[config.mk]
export PLATFORM = sky130hd
export DESIGN_NAME = rr_decode_arbiter
export DESIGN_NICKNAME = d
export VERILOG_FILES = /design/src/rtl/rr_decode_arbiter.sv
export SDC_FILE = /design/constraint.sdc
export NUM_CORES = 1
export LEC_CHECK = 0
export CAP_MARGIN = 20
export CORE_UTILIZATION = 30
export CTS_BUF_LIST = sky130_fd_sc_hd__clkbuf_4
export DETAILED_ROUTE_END_ITERATION = 8
export PLACE_DENSITY = 0.55
export SLEW_MARGIN = 15
export SYNTH_ARGS = -nofsm -noshare
export SYNTH_HDL_FRONTEND = slang
export SYNTH_SLANG_ARGS = --single-unit
[constraint.sdc]
create_clock -name clk -period 3.2 [get_ports clk]
set_input_delay 0.8 -clock clk [delete_from_list [all_inputs] [get_ports clk]]
set_output_delay 0.8 -clock clk [all_outputs]
set_load 0.1 [all_outputs]
[src/rtl/rr_decode_arbiter.sv]
// Round-robin arbiter granting one shared select resource; the registered owner index
// is decoded to a one-hot grant. Optional hold watchdog enabled by `define ARB_TIMEOUT_EN.
module rr_decode_arbiter #(
  parameter int N        = 8,
  parameter int IDX_W    = $clog2(N),
  parameter int MAX_HOLD = 16
) (
  input  logic             clk,
  input  logic             rst,
  input  logic [N-1:0]     req,
  input  logic [N-1:0]     done,
  output logic [N-1:0]     gnt,
  output logic [IDX_W-1:0] gnt_idx,
  output logic             gnt_valid,
  output logic             timeout
);

  typedef enum logic [1:0] {
    IDLE = 2'd0,
    BUSY = 2'd1,
    GAP  = 2'd2
  } state_e;

  state_e           state_q, state_d;
  logic [IDX_W-1:0] ptr_q, ptr_d;
  logic [IDX_W-1:0] gnt_idx_q, gnt_idx_d;
  logic             gnt_valid_q, gnt_valid_d;
  logic             timeout_q, timeout_d;
  logic [IDX_W-1:0] winner;
  logic             owner_release;
  logic             expire;

  // Scan from ptr downwards in priority so the nearest requester at or after ptr wins.
  always_comb begin
    winner = ptr_q;
    for (int k = N - 1; k >= 0; k--) begin
      if (req[ptr_q + IDX_W'(k)]) begin
        winner = ptr_q + IDX_W'(k);
      end
    end
  end

  assign owner_release = done[gnt_idx_q] | ~req[gnt_idx_q];

`ifdef ARB_TIMEOUT_EN
  localparam int CNT_W = $clog2(MAX_HOLD + 1);

  logic [CNT_W-1:0] hold_cnt_q, hold_cnt_d;

  assign expire = (hold_cnt_q == CNT_W'(MAX_HOLD - 1));

  always_comb begin
    hold_cnt_d = hold_cnt_q;
    if (state_q == IDLE) begin
      hold_cnt_d = '0;
    end else if (state_q == BUSY) begin
      hold_cnt_d = hold_cnt_q + 1'b1;
    end
  end

  always_ff @(posedge clk) begin
    if (rst) begin
      hold_cnt_q <= '0;
    end else begin
      hold_cnt_q <= hold_cnt_d;
    end
  end
`else
  logic unused_max_hold;

  assign expire          = 1'b0;
  assign unused_max_hold = |MAX_HOLD;
`endif

  always_comb begin
    state_d     = state_q;
    ptr_d       = ptr_q;
    gnt_idx_d   = gnt_idx_q;
    gnt_valid_d = gnt_valid_q;
    timeout_d   = 1'b0;
    case (state_q)
      IDLE: begin
        if (|req) begin
          state_d     = BUSY;
          gnt_idx_d   = winner;
          gnt_valid_d = 1'b1;
        end
      end
      BUSY: begin
        // A genuine release on the expiry edge wins over the watchdog.
        if (owner_release || expire) begin
          state_d     = GAP;
          gnt_valid_d = 1'b0;
          ptr_d       = gnt_idx_q + 1'b1;
          timeout_d   = ~owner_release;
        end
      end
      GAP: begin
        state_d = IDLE;
      end
      default: begin
        state_d = IDLE;
      end
    endcase
  end

  always_ff @(posedge clk) begin
    if (rst) begin
      state_q     <= IDLE;
      ptr_q       <= '0;
      gnt_idx_q   <= '0;
      gnt_valid_q <= 1'b0;
      timeout_q   <= 1'b0;
    end else begin
      state_q     <= state_d;
      ptr_q       <= ptr_d;
      gnt_idx_q   <= gnt_idx_d;
      gnt_valid_q <= gnt_valid_d;
      timeout_q   <= timeout_d;
    end
  end

  always_comb begin
    gnt = '0;
    for (int i = 0; i < N; i++) begin
      gnt[i] = gnt_valid_q && (gnt_idx_q == IDX_W'(i));
    end
  end

  assign gnt_idx   = gnt_idx_q;
  assign gnt_valid = gnt_valid_q;
  assign timeout   = timeout_q;

endmodule

# Word-level counts from Yosys, hierarchy flattened

Cells that the tools add are included.

Register bits: 10
Output and inout bits: 13

Add/sub/neg operators: 8
Order comparisons: 9
Eq/ne operators: 10
Multiplexer cells: 34
Bitwise operators: 4
Reduce and logical (&&, ||, !) cells: 17

Operator list:

| cell                | number |
|---|---|
| $lt 3x4->1 const B  | 9 |
| $bmux 1 s3          | 10 |
| $mux 3              | 8 |
| $add 3x3->3 const B | 4 |
| $eq 3x3->1 const B  | 4 |
| $mux 1              | 12 |
| $logic_and 1x1->1   | 8 |
| $reduce_or 8->1     | 1 |
| $add 3x1->3 const B | 2 |
| $add 3x2->3 const B | 2 |
| $eq 3x2->1 const B  | 2 |
| $reduce_and 2->1    | 3 |
| $mux 2              | 2 |
| $ne 2x2->1 const B  | 2 |
| $pmux 2 s2          | 1 |
| $eq 3x1->1 const B  | 1 |
| $logic_not 3->1     | 1 |
| $not 1->1           | 3 |
| $reduce_and 3->1    | 1 |
| $reduce_or 3->1     | 1 |
| $eq 2x1->1 const B  | 1 |
| $logic_not 2->1     | 1 |
| $pmux 1 s2          | 1 |
| $reduce_bool 2->1   | 1 |
| $or 1x1->1          | 1 |

# Logic depth before layout (Yosys ltp)

Depth after elaboration: 11
Mapped depth: 11
Gate-level depth less buffers: 8

# Worst setup path after synthesis

OpenSTA, ideal clock, no wires.

Kind: register to output
Start: register gnt_idx_q[1] (netlist: gnt_idx[1])
End: output port gnt[7]
Data arrival time: 2.188 ns
Data required time: 2.400 ns
Slack: 0.212 ns
Cell stages (with the launch flop): 4
Buffers on the path: 0
Cell sequence: dfxtp_1 -> ha_1 -> ha_1 -> and2_1

Longest elaborated chain between the ends: 2

RTL lines:

| element                  | line | RTL |
|---|---|---|
| start: declaration       | 26   | `logic [IDX_W-1:0] gnt_idx_q, gnt_idx_d;` |
| start signal: assignment | 117  | `gnt_idx_q <= gnt_idx_d;` |
| $eq 3x3->1               | 126  | `gnt[i] = gnt_valid_q && (gnt_idx_q == IDX_W'(i));` |
| $logic_and 1x1->1        | 126  |  |
| end: declaration         | 12   | `output logic [N-1:0] gnt,` |

Every way passes these cells.

# Final worst setup path

Start: input port req[2]
End: register gnt_idx_q[2] (netlist: gnt_idx[2])

Longest elaborated chain between the ends: 10
Elaborated cells between the ends (all ways): 26
Those cells by class: mux: 24; reduce/logical: 2

RTL lines:

| element                      | line | RTL |
|---|---|---|
| start: declaration           | 10   | `input logic [N-1:0] req,` |
| $bmux 1 s3                   | 37   | `if (req[ptr_q + IDX_W'(k)]) begin` |
| $mux 1 (not written as such) | 37   |  |
| $mux 3 (8 in a row)          | 37   |  |

Several ways; a longest one is shown, not always the timed one. The select of a mux whose other input is x is not followed.
A chain may end at the register's enable or synchronous reset.

==> results.cfg <==
[yosys]
yosys.area_share.simple_pct = 18.72
yosysSeqAreaShare_pct = 13.43
ys_ff_latch = 10
synth_top_family_by_area = multiplexers
synth-main-ff-cell = dfxtp_1
synth_compound_area_share_pct = 19.14
synth.top_cells.by_area = mux4_2 20%, dfxtp_1 13%, ha_1 6.7%
synth-edff-count = 0
synth-warning-count = 0
synth_top_area_cell = mux4_2
netlist_area_um2 = 1490
synth-xor-area-share_pct = 2.351
async_flop_share_pct = 0
avgSynthCellArea_um2 = 9.256
syn_nets = 187
synth_top_area_share_pct = 19.65
synth_top_cells_by_count = 13 x mux4_2, 11 x inv_1, 10 x dfxtp_1, 10 x nand2_1, 10 x nor2_1
yosysMostFrequentCell = mux4_2
synth_mux_area_share_pct = 32.83
ys_types = 46
synth_cells = 161
synth_fa_ha_area_share_pct = 6.717

[drt]
wl_met3_um = 89
num_vias = 1382
dr.pass1.iters = 4
routed.top_layer = met4
wl_met2_um = 2045
wl_met1_um = 1762
viasPerCell = 5.420
post-route-drc-count = 0
first_iter_violations = 34
ant_nets = 0
wl_um = 3918
wl_per_cell_um = 15.36

[critical_path]
worst-r2r-cell-count = 8
cp_max_fo = 9
setup.worst_path.class = in -> reg
start_kind = primary input
required_ps = 3370
endpoint_kind = register
critical_path_arrival_ps = 3000

[status]
status = completed

[sta]
clock_skew_ps = 5.601
worst_pin_slew_ps = 635.2
finalSetupViolCount = 0
clock.fmax_ghz = 0.3528
rsz0062_at_grt = false
slew_headroom_pct = 57.60
finalHoldViolations = 0
layout_min_cycle_time_ps = 2834
timing.setup.tns_ps = 0
slew_violations = 0
min_period_over_period_pct = 88.57

[global_routing]
grt_max_degree = 19
grt_antenna_before_repair = 0
overflow = 0
track_usage_pct = 15.71
grt_pass1_wl_um = 6492
grt_pass1_vias = 1298

[clock_network]
cts_sinks = 10
postCtsResizedCells = 0
cts-root-buf = clkbuf_4
postCtsHoldBufs = 0
clock_latency_ps = 260
htree_levels = 1
cts_setup_buffers = 0
cts_tree = done
clock_path_buffers = 2
numCtsBuffers = 3
clk_pin_slew_worst_paths_ps = 70

[pwr]
peakVddDrop_mv = 0.3232
p_per_area_nw_per_um2 = 813.8
leakagePower_uw = 0.0007057

[floorplanning]
die_y_um = 72.48
rows = 25
die_w_um = 72.48
core_area_um2 = 4755
die_area_um2 = 5253
initial_core_util_pct = 31.34
ioPinCount = 31

[cells_and_area]
drive_above_1_share_pct = 23.94
syn_to_final_growth_pct = 22.59
fin_nets = 215
final_area_um2 = 1827
num_antenna_cells = 0

[placed_design]
dpl.hpwl_um = 3103
placed_cell_area_um2 = 1800
place.port_buffers = 30
gp_congestion = 0.8714

[hold_path]
worstHoldPathCells = 2
hp-class = reg -> reg

[job]
max_cap_violations = 0
==> flip-flops by register name, summed over array words and instances, names as in the netlist <==
signal	cells
gnt_idx	3
gnt_valid	1
ptr_q	3
state_q	2
timeout	1
==> power by group <==
| part | switching (uW) | internal [uW] |
|---|---|---|
| Sequential | 67.7 | 160 |
| Clock | 41.6 | 44.9 |
| Combinational | 707 | 466 |
| Total | 816 | 671 |
==> per-layer routing <==
layer | GRT usage [%] | vias up
li1 | - | 674
met1 | 19.91 | 682
met2 | 28.25 | 24
met3 | 1.667 | 2
met4 | 4.139 | 0
met5 | 0 | -
==> final timing paths <==
kind	startpoint	to	slack, ps
worst max-delay path	req[2]	gnt_idx[2]	370
worst min-delay path	state_q[0]	state_q[0]	510
worst max register to register	ptr_q[0]	gnt_idx[0]	430
worst min register to register	state_q[0]	state_q[0]	510
==> cell families (layout without fill, tap and decap cells) <==
logic type	count (synthesis)	in the layout
and+or+nand+nor	51	51
AOI/OAI and AO/OA	36	36
muxes	31	31
buffers and inverters	20	47
DFF	10	10
adders and majority gates	8	8
xor gates and xnor gates	4	4
other	1	1
==> layout by cell type (no fill, tap or decap), drive strengths merged, types with 4 or more instances in the layout <==
cell           synthesis  routed
a211oi                 4       4
a21oi                  9       9
and2                   5       5
and3                   5       5
buf                    8      15
clkdlybuf4s50          0      17
dfxtp                 10      10
ha                     8       8
inv                   11      11
mux2                  10      10
mux2i                  8       8
mux4                  13      13
nand2                 10      10
nor2                  10      10
nor2b                  4       4
nor4                   4       4
o21ai                  4       4
o32ai                  4       4
==> area by class of cell <==
type / count / area [um^2]
repair buffers: 32 / 282.8
well taps: 67 / 83.83
clock inverters: 1 / 3.754
multi-input cells: 131 / 1192
flip-flops and latches: 10 / 200.2
fillers: 508 / 2928
clock buffers: 3 / 22.52
inverters: 11 / 41.29
==> through the flow <==
step / util [%] / worst slack (ps) / hold slack (ps) / total power, uW / cells
floorplan: - / 212.4 / 466.9 / 1179 / 161
global placement: 37.87 / 112.0 / 481.7 / 1386 / 251
detailed placement: 37.87 / 77.31 / 504.2 / 1398 / 251
CTS: 38.42 / 362.1 / 516.2 / 1492 / 255
global route: 38.42 / 206.4 / 532.6 / 1599 / 255
finish: 38.42 / 365.6 / 513.3 / 1487 / 255
==> worst max-delay path, cell delays in order <==
cell             delay (ps)
clkdlybuf4s50_1         580
mux4_2                  620
a221oi_2                340
o2bb2ai_1               110
nor3_1                  190
o21ai_1                 120
a221oi_2                240
Power figures use the tool's default switching activity.
